**src/rtl/memory_wait_controller.sv**
```systemverilog
// memory_wait_controller
//   Controller half of the memory-wait pipeline stage. Decodes the instruction
//   held in the stage and, for LDR/STR, sequences one variable-latency data
//   memory access. Earlier stages are held with sel_stall until mem_ack, then
//   released for one DONE cycle in which load data is presented. A bounded
//   wait counter turns a memory that never answers into a sticky fault.
//
// Ports
//   clk          : clock, all state updates on the rising edge
//   rst_n        : synchronous reset, ACTIVE HIGH (legacy name kept)
//   instr_in     : instruction in the memory-wait stage
//   instr_valid  : stage holds a real instruction
//   branch_flush : squash request for the instruction in this stage
//   mem_ack      : data memory completion strobe
//   mem_rdata    : read data, valid with mem_ack
//   mem_req      : registered access request
//   mem_we       : registered write enable (1 = store)
//   sel_stall    : hold earlier pipeline stages
//   status_rdy   : idle and not starting an access
//   load_data    : last captured read data
//   load_valid   : one-cycle load result strobe
//   mem_fault    : sticky timeout fault
module memory_wait_controller #(
  parameter int unsigned TIMEOUT = 16
) (
  input  logic        clk,
  input  logic        rst_n,
  input  logic [31:0] instr_in,
  input  logic        instr_valid,
  input  logic        branch_flush,
  input  logic        mem_ack,
  input  logic [31:0] mem_rdata,
  output logic        mem_req,
  output logic        mem_we,
  output logic        sel_stall,
  output logic        status_rdy,
  output logic [31:0] load_data,
  output logic        load_valid,
  output logic        mem_fault
);

  typedef enum logic [1:0] {
    S_IDLE,
    S_ACCESS,
    S_DONE,
    S_FAULT
  } state_t;

  // Counter value seen during the TIMEOUT-th ACCESS cycle (counter starts at 0).
  localparam logic [7:0] LAST_CNT = 8'(TIMEOUT - 1);

  state_t      state_q, state_d;
  logic [7:0]  cnt_q, cnt_d;
  logic        is_load_q, is_load_d;
  logic        mem_req_q, mem_req_d;
  logic        mem_we_q, mem_we_d;
  logic [31:0] load_data_q, load_data_d;
  logic        load_valid_q, load_valid_d;
  logic        mem_fault_q, mem_fault_d;

  logic is_mem;
  logic start;
  logic unused_instr_bits;

  assign unused_instr_bits = ^{instr_in[31:28], instr_in[25:21], instr_in[19:0]};

  always_comb begin
    is_mem = instr_valid & (instr_in[27:26] == 2'b01);
    start  = is_mem & ~branch_flush & (state_q == S_IDLE);

    state_d     = state_q;
    cnt_d       = cnt_q;
    is_load_d   = is_load_q;
    mem_we_d    = mem_we_q;
    load_data_d = load_data_q;

    unique case (state_q)
      S_IDLE: begin
        if (start) begin
          state_d   = S_ACCESS;
          cnt_d     = '0;
          is_load_d = instr_in[20];
          mem_we_d  = ~instr_in[20];
        end
      end
      S_ACCESS: begin
        cnt_d = (cnt_q == 8'hFF) ? cnt_q : cnt_q + 8'd1;
        // Ack wins over timeout when both land in the same cycle.
        if (mem_ack) begin
          state_d = S_DONE;
          if (is_load_q) load_data_d = mem_rdata;
        end else if (cnt_q == LAST_CNT) begin
          state_d = S_FAULT;
        end
      end
      S_DONE:  state_d = S_IDLE;
      S_FAULT: state_d = S_FAULT;
      default: state_d = S_IDLE;
    endcase

    // Registered outputs are derived from the next state so they line up
    // with the state they describe.
    mem_req_d    = (state_d == S_ACCESS);
    load_valid_d = (state_d == S_DONE) & is_load_q;
    mem_fault_d  = (state_d == S_FAULT);
  end

  always_ff @(posedge clk) begin
    if (rst_n) begin
      state_q      <= S_IDLE;
      cnt_q        <= '0;
      is_load_q    <= 1'b0;
      mem_req_q    <= 1'b0;
      mem_we_q     <= 1'b0;
      load_data_q  <= '0;
      load_valid_q <= 1'b0;
      mem_fault_q  <= 1'b0;
    end else begin
      state_q      <= state_d;
      cnt_q        <= cnt_d;
      is_load_q    <= is_load_d;
      mem_req_q    <= mem_req_d;
      mem_we_q     <= mem_we_d;
      load_data_q  <= load_data_d;
      load_valid_q <= load_valid_d;
      mem_fault_q  <= mem_fault_d;
    end
  end

  // Stall/ready are combinational so the stage is held in the detect cycle;
  // while reset is held they are forced to their idle values.
  always_comb begin
    sel_stall  = 1'b0;
    status_rdy = 1'b1;
    if (!rst_n) begin
      unique case (state_q)
        S_IDLE: begin
          sel_stall  = start;
          status_rdy = ~start;
        end
        S_ACCESS: begin
          sel_stall  = 1'b1;
          status_rdy = 1'b0;
        end
        S_DONE: begin
          sel_stall  = 1'b0;
          status_rdy = 1'b0;
        end
        S_FAULT: begin
          sel_stall  = 1'b1;
          status_rdy = 1'b0;
        end
        default: begin
          sel_stall  = 1'b0;
          status_rdy = 1'b1;
        end
      endcase
    end
  end

  assign mem_req    = mem_req_q;
  assign mem_we     = mem_we_q;
  assign load_data  = load_data_q;
  assign load_valid = load_valid_q;
  assign mem_fault  = mem_fault_q;

endmodule

```
**config.mk**
```make
export PLATFORM = sky130hd
export DESIGN_NAME = memory_wait_controller
export DESIGN_NICKNAME = d
export VERILOG_FILES = /design/src/rtl/memory_wait_controller.sv
export SDC_FILE = /design/constraint.sdc
export NUM_CORES = 1
export LEC_CHECK = 0
export CORE_ASPECT_RATIO = 2
export CORE_MARGIN = 2
export CORE_UTILIZATION = 45
export DETAILED_ROUTE_END_ITERATION = 10
export DONT_BUFFER_PORTS = 1
export SLEW_MARGIN = 0
export SYNTH_ARGS = -nofsm -noshare
export SYNTH_HDL_FRONTEND = slang
export SYNTH_SLANG_ARGS = --single-unit
```
**constraint.sdc**
```tcl
create_clock -name clk -period 2.6 [get_ports clk]
set_input_delay 0 -clock clk [delete_from_list [all_inputs] [get_ports clk]]
set_output_delay 0 -clock clk [all_outputs]
set_load 0.02 [all_outputs]
```
# After elaboration in Yosys (flattened, before gate mapping)
# Index checks and enable logic that the tools add are counted.
[totals] output_inout_bits=38 word_cells=45 rom_bits=0 mem_count=0 regBits=47 in_bits=69 latchBits=0 mem_bits_rw=0
[op_classes] div=0 addsub=1 shift=0 n_bitwise=7 n_mul=0 muxes=11 n_eq_ne=11 order_cmp=0 n_reduce_logical=7
[op_table] operator="8-bit two-way mux" count=2
[op_table] operator="8-bit one-hot mux with 2 select lines" count=1
[op_table] operator="8-bit by 1-bit adder with 8-bit output, second input constant" count=1
[op_table] operator="2-bit equality test, second input constant" count=4
[op_table] operator="8-bit by 4-bit equality test with 1-bit output, second input constant" count=1
[op_table] operator="8-bit equality test, second input constant" count=1
[op_table] operator="2-bit one-hot mux with 4 select lines" count=1
[op_table] operator="2-bit by 1-bit equality test with 1-bit output, second input constant" count=3
[op_table] operator="2-bit two-way mux" count=3
[op_table] operator="3-bit AND reduction" count=2
[op_table] operator="1-bit AND" count=4
[op_table] operator="2-bit inequality test, second input constant" count=2
[op_table] operator="1-bit NOT" count=3
[op_table] operator="1-bit one-hot mux with 3 select lines" count=1
[op_table] operator="3-bit OR reduction" count=1
[op_table] operator="2-bit logical NOT" count=1
[op_table] operator="1-bit two-way mux" count=2
[op_table] operator="1-bit one-hot mux with 2 select lines" count=1
[op_table] operator="2-bit AND reduction" count=1
[op_table] operator="2-bit nonzero test" count=1
[op_table] operator="2-bit OR reduction" count=1

# Logic depth before layout (Yosys ltp)
[logic_depth] ltp_word=8 ltp_mapped=7 mapped_depth_nobuf=5

# Least setup slack after synthesis
# OpenSTA, ideal clock, no wires.
[synth_timing] kind="reg2reg" from="reg cnt_q[0]" to="reg cnt_q[1]" n_path_buf=0 synth_period_minus_slack_ns=1.463 arrival_ns=1.393 stages_incl_launch_ff=6 setup_time_ns=0.070 path_slack_ns=1.137 required_time_ns=2.530 path_cell_list="dfxtp_1 -> ha_1 -> nand4_1 -> o21ai_2 -> or4b_1 -> a21oi_1"
[synth_between] elab_chain_cells=3 elab_cells_between_ends=6 cone_classes="add/sub (1); eq/ne (2); mux (2); reduce/logical (1)"
[synth_rtl] element="from (decl)" line="53" source="logic [7:0] cnt_q, cnt_d;"
[synth_rtl] element="from (signal assigned)" line="120" source="cnt_q <= cnt_d;"
[synth_rtl] element="8-bit by 1-bit adder with 8-bit output / 8-bit equality test (equally long branches)" line="87" source="cnt_d = (cnt_q == 8'hFF) ? cnt_q : cnt_q + 8'd1;"
[synth_rtl] element="8-bit two-way mux / 2-bit inequality test (equally long branches)"
[synth_rtl] element="8-bit one-hot mux with 2 select lines / 3-bit AND reduction (equally long branches)"
# Several ways; a longest one is shown, not always the timed one. The select of a mux whose other input is x is not followed.
# A chain may end at the register's enable or synchronous reset.

# Worst setup path in the final report
[layout_timing] from="reg state_q[0]" to="reg load_data_q[27] (netlist: load_data[27])"
[layout_between] elab_chain_cells=2
[layout_rtl] element="from (decl)" line="52" source="state_t state_q, state_d;"
[layout_rtl] element="from (signal assigned)" line="119" source="state_q <= state_d;"
[layout_rtl] element="2-bit by 1-bit equality test with 1-bit output" line="77" source="unique case (state_q)"
[layout_rtl] element="3-bit AND reduction (no source line)"
[layout_rtl] element="to (signal assigned)" line="124" source="load_data_q <= load_data_d;"
[layout_rtl] element="to (decl)" line="57" source="logic [31:0] load_data_q, load_data_d;"
# No other way between the ends.

==> results.ini <==
[outcome]
status=complete, no violations

[clock_network]
post_cts.repair.setup_buffers=0
clock_sinks=47
path_clk_slew_ps=90
root_buffer=clkbuf_8
cts_tree=done
clockBufferDepth=2
numCtsBuffers=5
htree_levels=2
clock_latency_ps=310

[critical_path]
cp_top_family=buffers and inverters
critPathArrivalTime_ps=2470
critPathMaxStageDelay_ps=580
cpMaxStageDelayCell=dlygate4sd3_1
crit_chain=nor2b_4 -> and3_2 -> buf_4 -> nand2_1 -> a21oi_1 -> dlygate4sd3_1
path_buf_inv=2
cp-start-kind=register
critPathRequiredTime_ps=2850
cp_max_fo=20
worstSetupPathType=register to register
end_kind=register

[grt]
grt-ovfl-total=0
grt_antenna_before_repair=0
grt.met3_usage=0.0744
grt_pass1_vias=1557
grt_busiest_layer=met2
grt_max_degree=41
grtUsageTotal=0.193
met2_usage=0.311
grt_pass1_wl_um=6930
use_met1=0.215

[floorplanning]
pin_count=107
start_util=0.460
rows=33
coreArea_um2=4010
fp.dieH_um=94.5
die_area_um2=4660
chipWidth_um=49.3

[drt]
drc=0
first_iter_violations=24
drt-total-wl_um=4470
drtPass1Iterations=6
ant_nets=0
viasPerCell=5.26
num_vias=1705
wire_per_inst_um=13.8

[power]
p_per_area_nw_per_um2=510
switching_share=0.228
p_seq_frac=0.587
switchingPower_uw=281
ir_worst_vdd_v=0.000469
power_frac_clock=0.352
leakage_uw=0.000828
intPower_uw=953
pwr-share-comb=0.061

[run]
maxCapViolCount=0

[placement]
placed_area_um2=1870
dpl.hpwl_um=2730
gp_congestion=0.782
port_buffers=0

[sta]
setup_viol_count_final=0
worst_slew_pin_slew_ps=746
finalHoldViolCount=0
slew_viol_final=0
fin_crit_sh=0.852
worst_hold_slack_ps=20.3
fmax_mhz=451
rsz0062_at_grt=no
fin_tns_setup_ps=0
fin_crit_ps=2220
max-slew-margin-rel=0.498
skew_ps=6.57

[synth]
yosys-top-cells-area=dfxtp_1 51%, nand2_1 15%, a21oi_1 9.8%, a32oi_1 1.9%, nand3_1 1.6%
ys_types=35
yosys.area.top_type=dfxtp_1
syn_area_per_cell_um2=8.05
ys_warn_count=0
synth_seq_area_share=0.510
synth.top_cell.area_share=0.510
synthesis.instances=229
ys_ff_latch=47
syn-num-nets=299
syn_area_um2=1840

[cells_and_area]
final_layout_size_suffix_gt1_frac=0.0699
final_cell_mix=75 x nand2_1, 47 x dfxtp_1, 44 x dlygate4sd3_1, 36 x a21oi_1
nFillCells=340
final_common_cell=nand2_1
final_area_um2=2420
n_antenna_cell=0
area_delta_synth_final_pct=31.3
nets=341

[hold_path]
worstHoldPathType=primary input to register

[layer usage]
| metal | wire length, um | vias to the layer above |
|---|---|---|
| met5 | 0 | - |
| met4 | 89 | 0 |
| met3 | 373 | 8 |
| met2 | 2130 | 69 |
| met1 | 1880 | 774 |
| li1 | - | 854 |
[worst reg2reg max path, delay by kind of cell (launching register included)]
kind            cells  cell delay (ps)
compound gates      1              140
buf+inv             2              870
simple gates        3              690
flops               1              470
[area by class of cell]
type / count / area [um^2] / area share
Clock buffer: 5 / 68.8 / 0.0284
Clock inverter: 3 / 20.0 / 0.00827
Inverter: 7 / 26.3 / 0.0109
Multi-Input combinational cell: 162 / 817 / 0.337
Sequential cell: 47 / 941 / 0.389
Tap cell: 52 / 65.1 / 0.0269
Timing Repair Buffer: 48 / 483 / 0.199
[Yosys cell counts (all sizes together)]
master and number:
a2111oi 1, a21oi 36, a311oi 1, a31oi 1, a32oi 4, and2 2
and3 1, and4 1, and4bb 1, buf 5, clkbuf 8, clkinv 1
dfxtp 47, ha 1, inv 6, nand2 75, nand3 6, nand4 1
nor2 5, nor2b 3, nor3 1, nor3b 1, o211ai 1, o21a 1
o21ai 7, o22ai 3, o31ai 1, or2 1, or3 4, or4 2
or4b 1
[cells by family (layout without fill, tap and decap cells)]
family / Yosys count / in the layout / synth area share
adder cells (fa/ha/maj): 1 / 1 / 0.00678
flip-flops: 47 / 47 / 0.510
AND/OR/NAND/NOR: 105 / 105 / 0.259
AO/OA/AOI/OAI: 56 / 56 / 0.176
buffers and inverters: 20 / 63 / 0.0475
[path summary, 6_finish.rpt]
path | startpoint | depth (start not counted) | slack [ps] | end
max | state_q[0] | 6 | 380 | load_data[27]
min | mem_ack | 2 | 20 | load_valid
max reg2reg | state_q[0] | 6 | 380 | load_data[27]
min reg2reg | cnt_q[7] | 2 | 510 | cnt_q[7]
[per-stage QoR]
| step | utilization | setup WS, ps | power (uW) | instances |
|---|---|---|---|---|
| 3_5_place_dp | 0.467 | 771 | 760 | 271 |
| 3_3_place_gp | 0.467 | 837 | 760 | 271 |
| 4_1_cts | 0.604 | 262 | 1250 | 324 |
| 5_1_grt | 0.604 | 160 | 1280 | 324 |
| 6_report | 0.604 | 384 | 1230 | 324 |
| 2_1_floorplan | - | 1140 | 766 | 229 |
[state kept, by name, indices dropped and copies added, names as in the netlist]
name	cells
mem_fault	1
mem_req	1
load_data	32
is_load_q	1
load_valid	1
mem_we	1
state_q	2
cnt_q	8
[power groups by stage]
stage / logic [uW] / clock network (uW) / registers (uW)
floorplan: 25.1 / 0 / 740
global placement: 18.4 / 0 / 741
detailed placement: 18.4 / 0 / 741
CTS: 73.8 / 449 / 724
global route: 80.3 / 473 / 725
finish: 75.2 / 435 / 724
[timing repair]
action                                 4_1_cts  5_1_grt
setup endpoints to repair                    0        1
hold buffers                                45        0
resized for setup                            0        1
endpoints found under the hold margin       43        0
No activity file was read; power rests on OpenSTA's default activity.
